## src/rtl/uart_pkg.sv

```systemverilog
// Shared UART definitions: FSM state encoding, data width, bit-timing helpers.
// Latency: n/a (package only).
// Backpressure: n/a. Used by both the transmitter and the receiver.
package uart_pkg;

    localparam int UART_DATA_W = 8;

    // The receiver decodes the same encoding, so PARITY stays in the enum
    // even in builds where the transmitter never enters it.
    typedef enum logic [2:0] {
        IDLE   = 3'd0,
        START  = 3'd1,
        DATA   = 3'd2,
        PARITY = 3'd3,
        STOP   = 3'd4
    } uart_state_t;

    // Clock cycles per bit time; clk_fre_mhz is in MHz, baud in bit/s.
    function automatic int calc_bit_cyc(input int clk_fre_mhz, input int baud);
        return (clk_fre_mhz * 1000000) / baud;
    endfunction

    // Width of a counter that runs 0..bit_cyc-1.
    function automatic int calc_cnt_w(input int bit_cyc);
        return (bit_cyc < 2) ? 1 : $clog2(bit_cyc);
    endfunction

endpackage

```

## src/rtl/uart_baud_tick.sv

```systemverilog
// Modulo-CYC cycle counter producing a one-cycle tick on its last count.
// Latency: tick is a decode of the registered count (same cycle as count CYC-1).
// Backpressure: none; clr holds the count at 0 and takes priority over counting.
// Ports: clk, rst_n (sync, active low), clr (restart at 0), tick (count == CYC-1).
module uart_baud_tick #(
    parameter int CYC = 10,
    parameter int W   = 4
) (
    input  logic clk,
    input  logic rst_n,
    input  logic clr,
    output logic tick
);

    logic [W-1:0] cnt_q;

    assign tick = (cnt_q == W'(CYC - 1));

    always_ff @(posedge clk) begin
        if (!rst_n) begin
            cnt_q <= '0;
        end else if (clr || tick) begin
            cnt_q <= '0;
        end else begin
            cnt_q <= cnt_q + 1'b1;
        end
    end

endmodule

```

## src/rtl/uart_tx_frame.sv

```systemverilog
// UART transmitter: one byte per valid/ready handshake, idle-high LSB-first frame.
// Latency: start bit appears on tx_pin the cycle after the accepting edge.
// Backpressure: ready only in IDLE or the last cycle of the last stop bit.
// Ports: clk, rst_n (sync, active low), tx_data/tx_data_valid/tx_data_ready (byte
// handshake), tx_busy (frame in progress), tx_pin (registered serial output).
// Build option: define UART_TX_PARITY_EN to insert a parity bit (sense PARITY_ODD).
module uart_tx_frame
    import uart_pkg::*;
#(
    parameter int CLK_FRE    = 200,
    parameter int BAUD_RATE  = 115200,
    parameter int STOP_BITS  = 1,
    parameter int PARITY_ODD = 0
) (
    input  logic                   clk,
    input  logic                   rst_n,
    input  logic [UART_DATA_W-1:0] tx_data,
    input  logic                   tx_data_valid,
    output logic                   tx_data_ready,
    output logic                   tx_busy,
    output logic                   tx_pin
);

    localparam int BIT_CYC = calc_bit_cyc(CLK_FRE, BAUD_RATE);
    localparam int CNT_W   = calc_cnt_w(BIT_CYC);

    if (BIT_CYC < 2) begin : g_bad_bit_cyc
        $error("uart_tx_frame: BIT_CYC must be at least 2");
    end
    if (STOP_BITS != 1 && STOP_BITS != 2) begin : g_bad_stop_bits
        $error("uart_tx_frame: STOP_BITS must be 1 or 2");
    end
    if (PARITY_ODD != 0 && PARITY_ODD != 1) begin : g_bad_parity_odd
        $error("uart_tx_frame: PARITY_ODD must be 0 or 1");
    end

    uart_state_t            state_q, state_d;
    logic [2:0]             bit_idx_q, bit_idx_d;
    logic [UART_DATA_W-1:0] shift_q, shift_d;
    logic                   pin_q, pin_d;
    logic                   busy_q;
    logic                   cnt_clr;
    logic                   bit_tick;
    logic                   last_stop;
    logic                   accept;
`ifdef UART_TX_PARITY_EN
    logic                   parity_q;
`endif

    uart_baud_tick #(
        .CYC (BIT_CYC),
        .W   (CNT_W)
    ) u_baud_tick (
        .clk   (clk),
        .rst_n (rst_n),
        .clr   (cnt_clr),
        .tick  (bit_tick)
    );

    // bit_idx doubles as the stop-bit counter while in STOP.
    assign last_stop     = (state_q == STOP) && bit_tick && (bit_idx_q == 3'(STOP_BITS - 1));
    assign tx_data_ready = (state_q == IDLE) || last_stop;
    assign accept        = tx_data_valid && tx_data_ready;
    assign tx_busy       = busy_q;
    assign tx_pin        = pin_q;

    always_comb begin
        state_d   = state_q;
        bit_idx_d = bit_idx_q;
        shift_d   = shift_q;
        cnt_clr   = 1'b0;
        case (state_q)
            IDLE: begin
                // Keep the bit counter parked so START gets a full bit time.
                cnt_clr = 1'b1;
                if (accept) begin
                    state_d   = START;
                    shift_d   = tx_data;
                    bit_idx_d = '0;
                end
            end
            START: begin
                if (bit_tick) begin
                    state_d   = DATA;
                    bit_idx_d = '0;
                end
            end
            DATA: begin
                if (bit_tick) begin
                    shift_d = shift_q >> 1;
                    if (bit_idx_q == 3'd7) begin
`ifdef UART_TX_PARITY_EN
                        state_d = PARITY;
`else
                        state_d = STOP;
`endif
                        bit_idx_d = '0;
                    end else begin
                        bit_idx_d = bit_idx_q + 3'd1;
                    end
                end
            end
`ifdef UART_TX_PARITY_EN
            PARITY: begin
                if (bit_tick) begin
                    state_d   = STOP;
                    bit_idx_d = '0;
                end
            end
`endif
            STOP: begin
                if (last_stop) begin
                    if (accept) begin
                        // Back-to-back: next start bit follows with no idle gap.
                        state_d = START;
                        shift_d = tx_data;
                    end else begin
                        state_d = IDLE;
                    end
                    bit_idx_d = '0;
                end else if (bit_tick) begin
                    bit_idx_d = bit_idx_q + 3'd1;
                end
            end
            default: begin
                state_d   = IDLE;
                bit_idx_d = '0;
            end
        endcase
    end

    // Line value is derived from the next state so tx_pin stays registered
    // and changes on the same edge the state does.
    always_comb begin
        pin_d = 1'b1;
        case (state_d)
            START:   pin_d = 1'b0;
            DATA:    pin_d = shift_d[0];
`ifdef UART_TX_PARITY_EN
            PARITY:  pin_d = parity_q;
`endif
            default: pin_d = 1'b1;
        endcase
    end

    always_ff @(posedge clk) begin
        if (!rst_n) begin
            state_q   <= IDLE;
            bit_idx_q <= '0;
            shift_q   <= '0;
            pin_q     <= 1'b1;
            busy_q    <= 1'b0;
        end else begin
            state_q   <= state_d;
            bit_idx_q <= bit_idx_d;
            shift_q   <= shift_d;
            pin_q     <= pin_d;
            busy_q    <= (state_d != IDLE);
        end
    end

`ifdef UART_TX_PARITY_EN
    // Parity is taken from the byte as accepted; tx_data may change afterwards.
    always_ff @(posedge clk) begin
        if (!rst_n) begin
            parity_q <= 1'b0;
        end else if (accept) begin
            parity_q <= (^tx_data) ^ 1'(PARITY_ODD);
        end
    end
`endif

endmodule

```

## config.mk

```make
export PLATFORM = sky130hd
export DESIGN_NAME = uart_tx_frame
export DESIGN_NICKNAME = d
export VERILOG_FILES = /design/src/rtl/uart_pkg.sv /design/src/rtl/uart_baud_tick.sv /design/src/rtl/uart_tx_frame.sv
export SDC_FILE = /design/constraint.sdc
export NUM_CORES = 1
export LEC_CHECK = 0
export ABC_AREA = 1
export CAP_MARGIN = 5
export CELL_PAD_IN_SITES_DETAIL_PLACEMENT = 1
export CELL_PAD_IN_SITES_GLOBAL_PLACEMENT = 1
export CORE_MARGIN = 1.5
export CORE_UTILIZATION = 35
export DETAILED_ROUTE_END_ITERATION = 12
export PLACE_DENSITY = 0.69
export RECOVER_POWER = 50
export SLEW_MARGIN = 10
export SYNTH_ARGS = -nofsm -noshare
export SYNTH_HDL_FRONTEND = slang
export SYNTH_SLANG_ARGS = --single-unit
export TNS_END_PERCENT = 20
```

## constraint.sdc

```tcl
create_clock -name clk -period 2.5 [get_ports clk]
set_input_delay 0.75 -clock clk [delete_from_list [all_inputs] [get_ports clk]]
set_output_delay 0.75 -clock clk [all_outputs]
set_load 0.01 [all_outputs]
```

==> results.cfg <==
[critical_path]
cp.arrival_ns = 1.60
rr_worst_depth = 9
cp-start-kind = flop
critPathMaxStageDelay_ns = 0.32
cpMaxStageDelayCell = dfxtp_1
crit_type = flop to output pin
end_kind = output pin
cp.required_ns = 1.75
timing.rr.end = shift_q[1]
reg2reg_from = u_baud_tick.cnt_q[0]
rrSetupSlack_ns = 0.57
worstPathMaxFanout = 9
path_cells = inv_1, ha_1, nand2_1, nor2_4, nand3_4, nand2_8, dlygate4sd2_1

[timing]
timing.final.crit_period_ns = 2.349
tightest_slew_ns = 0.4639
timing.fmax_ghz = 0.4258
hold_slack_ns = 0.4524
setup-tns-final_ns = 0
fin_worst_skew_ns = 0.006425
finalHoldViolCount = 0
rsz0062_at_grt = false
fin_crit_sh_pct = 93.94
setup_violations = 0
relSlewSlack_pct = 68.83
slew_violations = 0

[cells_and_area]
multi_input_area_um2 = 874.6
num-nets-final = 231
layout_common_cells = nor2_1, nand2_1, dfxtp_1
n_antenna_cell = 0
layout-drive-gt1-share_pct = 16.74
syn2layout_area_growth_pct = 14.63
num-fill-cells = 532
seqCellArea_um2 = 540.5

[run]
cap_violations = 0

[floorplanning]
core_area_um2 = 4086
io-pin-count = 14
num_rows = 23
die_w_um = 68.96
die_h_um = 68.96
die_area_um2 = 4755
initial_core_util_pct = 37.26

[synthesis]
synth_cell_type_count = 32
muxShareOfSynthArea_pct = 0
synthCells = 200
synth_top_cell_area_share_pct = 35.50
synth_area_leaders = dfxtp_1, nand2_1, nor2_1, a21oi_1, nor2_4
synth_fp_nets = 215
syn_area_um2 = 1523
synth.ff_latch_count = 27
synthSimpleGateAreaFrac_pct = 38.21
avgSynthCellArea_um2 = 7.614
synthAdderAreaFrac_pct = 3.287
synth_top_family_by_area = simple AND/OR/NAND/NOR gates
yosysTopAreaCell = dfxtp_1
synth_xor_area_share_pct = 1.150
yosysWarnings = 0
synth_compound_area_share_pct = 14.87
synth_seq_area_share_pct = 35.50

[route]
drcViolationCount = 0
ant_nets = 0
routedWlPerCell_um = 13.71
wl_um = 3633
vias_per_cell = 5.011
via_count = 1328
drt_iter0_drc = 82
firstDrtPassIters = 4

[pwr]
ir_worst_vdd_uv = 208.4
p_leak_nw = 0.6962
p_per_area_nw_per_um2 = 481.5

[clocking]
clock_sinks = 27
cts.path.max_buffers = 2
cts-hold-fix-buffers = 0
cts_tree = done
cts.clk_slew.worst_paths_ns = 0.09
clock_latency_ns = 0.28
post_cts_buffers = 0
cts_root_buf = clkbuf_8
cts-buffers-inserted = 3
h-tree-depth = 1

[placed_design]
io_buffers = 13
dp_hpwl_um = 2793
place.gp.congestion = 0.7673

[global_routing]
grt_usage_pct = 17.50
grt_pass1_vias = 1360
grt_max_degree = 15
grt_overflow = 0
grt_pass1_wl_um = 6175
antenna_found_initial = 0

[status]
outcome = finished clean

[min_path]
whs_path_depth = 1
holdCritStartpoint = u_baud_tick.cnt_q[0]
hp-class = flop to flop
min_to = u_baud_tick.cnt_q[0]
worst max-delay path by stage:
stage | startpoint | to | slack, ns | depth (start not counted)
2_1_floorplan | u_baud_tick.cnt_q[0] | tx_data_ready | 0.82 | 5
3_3_place_gp | u_baud_tick.cnt_q[0] | tx_data_ready | 0.21 | 6
3_5_place_dp | u_baud_tick.cnt_q[0] | tx_data_ready | 0.17 | 6
4_1_cts | u_baud_tick.cnt_q[0] | tx_data_ready | 0.12 | 6
5_1_grt | u_baud_tick.cnt_q[0] | tx_data_ready | 0.02 | 6
6_report | bit_idx_q[0] | tx_data_ready | 0.15 | 7
power by group:
part	leakage (nW)	internal (mW)	switching [mW]
Combinational	0.453	0.0559	0.0722
Clock	0.0228	0.114	0.139
Sequential	0.220	0.447	0.0112
Total	0.696	0.618	0.223
state kept, by name (all words and copies together) (netlist names):
signal / count
state_q: 3
tx_busy: 1
shift_q: 8
u_baud_tick.cnt_q: 11
bit_idx_q: 3
tx_pin: 1
cells in the mapped netlist (all sizes together):
library cell	count
nand2	42
nor2	41
dfxtp	27
inv	22
a21oi	17
nand3	12
nor3	8
o21ai	8
a22oi	6
ha	4
buf	3
o21bai	2
xor2	2
a211oi	1
and2	1
clkinv	1
nand4	1
nor3b	1
o31ai	1
metal layers:
layer	global-route usage [%]	share of wire [%]	up-vias
li1	-	-	675
met1	22.34	47	633
met2	29.93	49	14
met3	2.273	2.3	6
met4	6.618	1.9	0
met5	0	0	-
cell families after synthesis:
family,after synthesis
fa+ha+maj,4
simple gates,106
xor+xnor,2
flops,27
compound gates,35
buf+inv,26
through the flow:
| stage | worst slack [ns] | area [um2] | total power, mW | utilization, % | instances |
|---|---|---|---|---|---|
| floorplan | 0.8171 | 1523 | 0.5508 | - | 200 |
| global placement | 0.2090 | 1703 | 0.5904 | 41.67 | 261 |
| detailed placement | 0.1685 | 1703 | 0.5967 | 41.67 | 261 |
| CTS | 0.1222 | 1747 | 0.8539 | 42.74 | 265 |
| global route | 0.02081 | 1745 | 0.8921 | 42.71 | 265 |
| finish | 0.1514 | 1745 | 0.8404 | 42.71 | 265 |
critical path, delay by kind of cell (launching register included):
family | cells | cell delay [ns]
simple gates | 4 | 0.49
fa+ha+maj | 1 | 0.15
flops | 1 | 0.32
buf+inv | 2 | 0.37
layout make-up:
| class | count | share of cell area (%) |
|---|---|---|
| Multi-Input combinational cell | 147 | 50.11 |
| Sequential cell | 27 | 30.97 |
| Timing Repair Buffer | 14 | 7.814 |
| Inverter | 23 | 4.946 |
| Tap cell | 50 | 3.584 |
| Clock buffer | 4 | 2.581 |
timing repair:
item	4_1_cts	5_1_grt
gates cloned	0	0
resized for setup	1	1
setup endpoints to repair	1	1
Power figures use the tool's default switching activity.
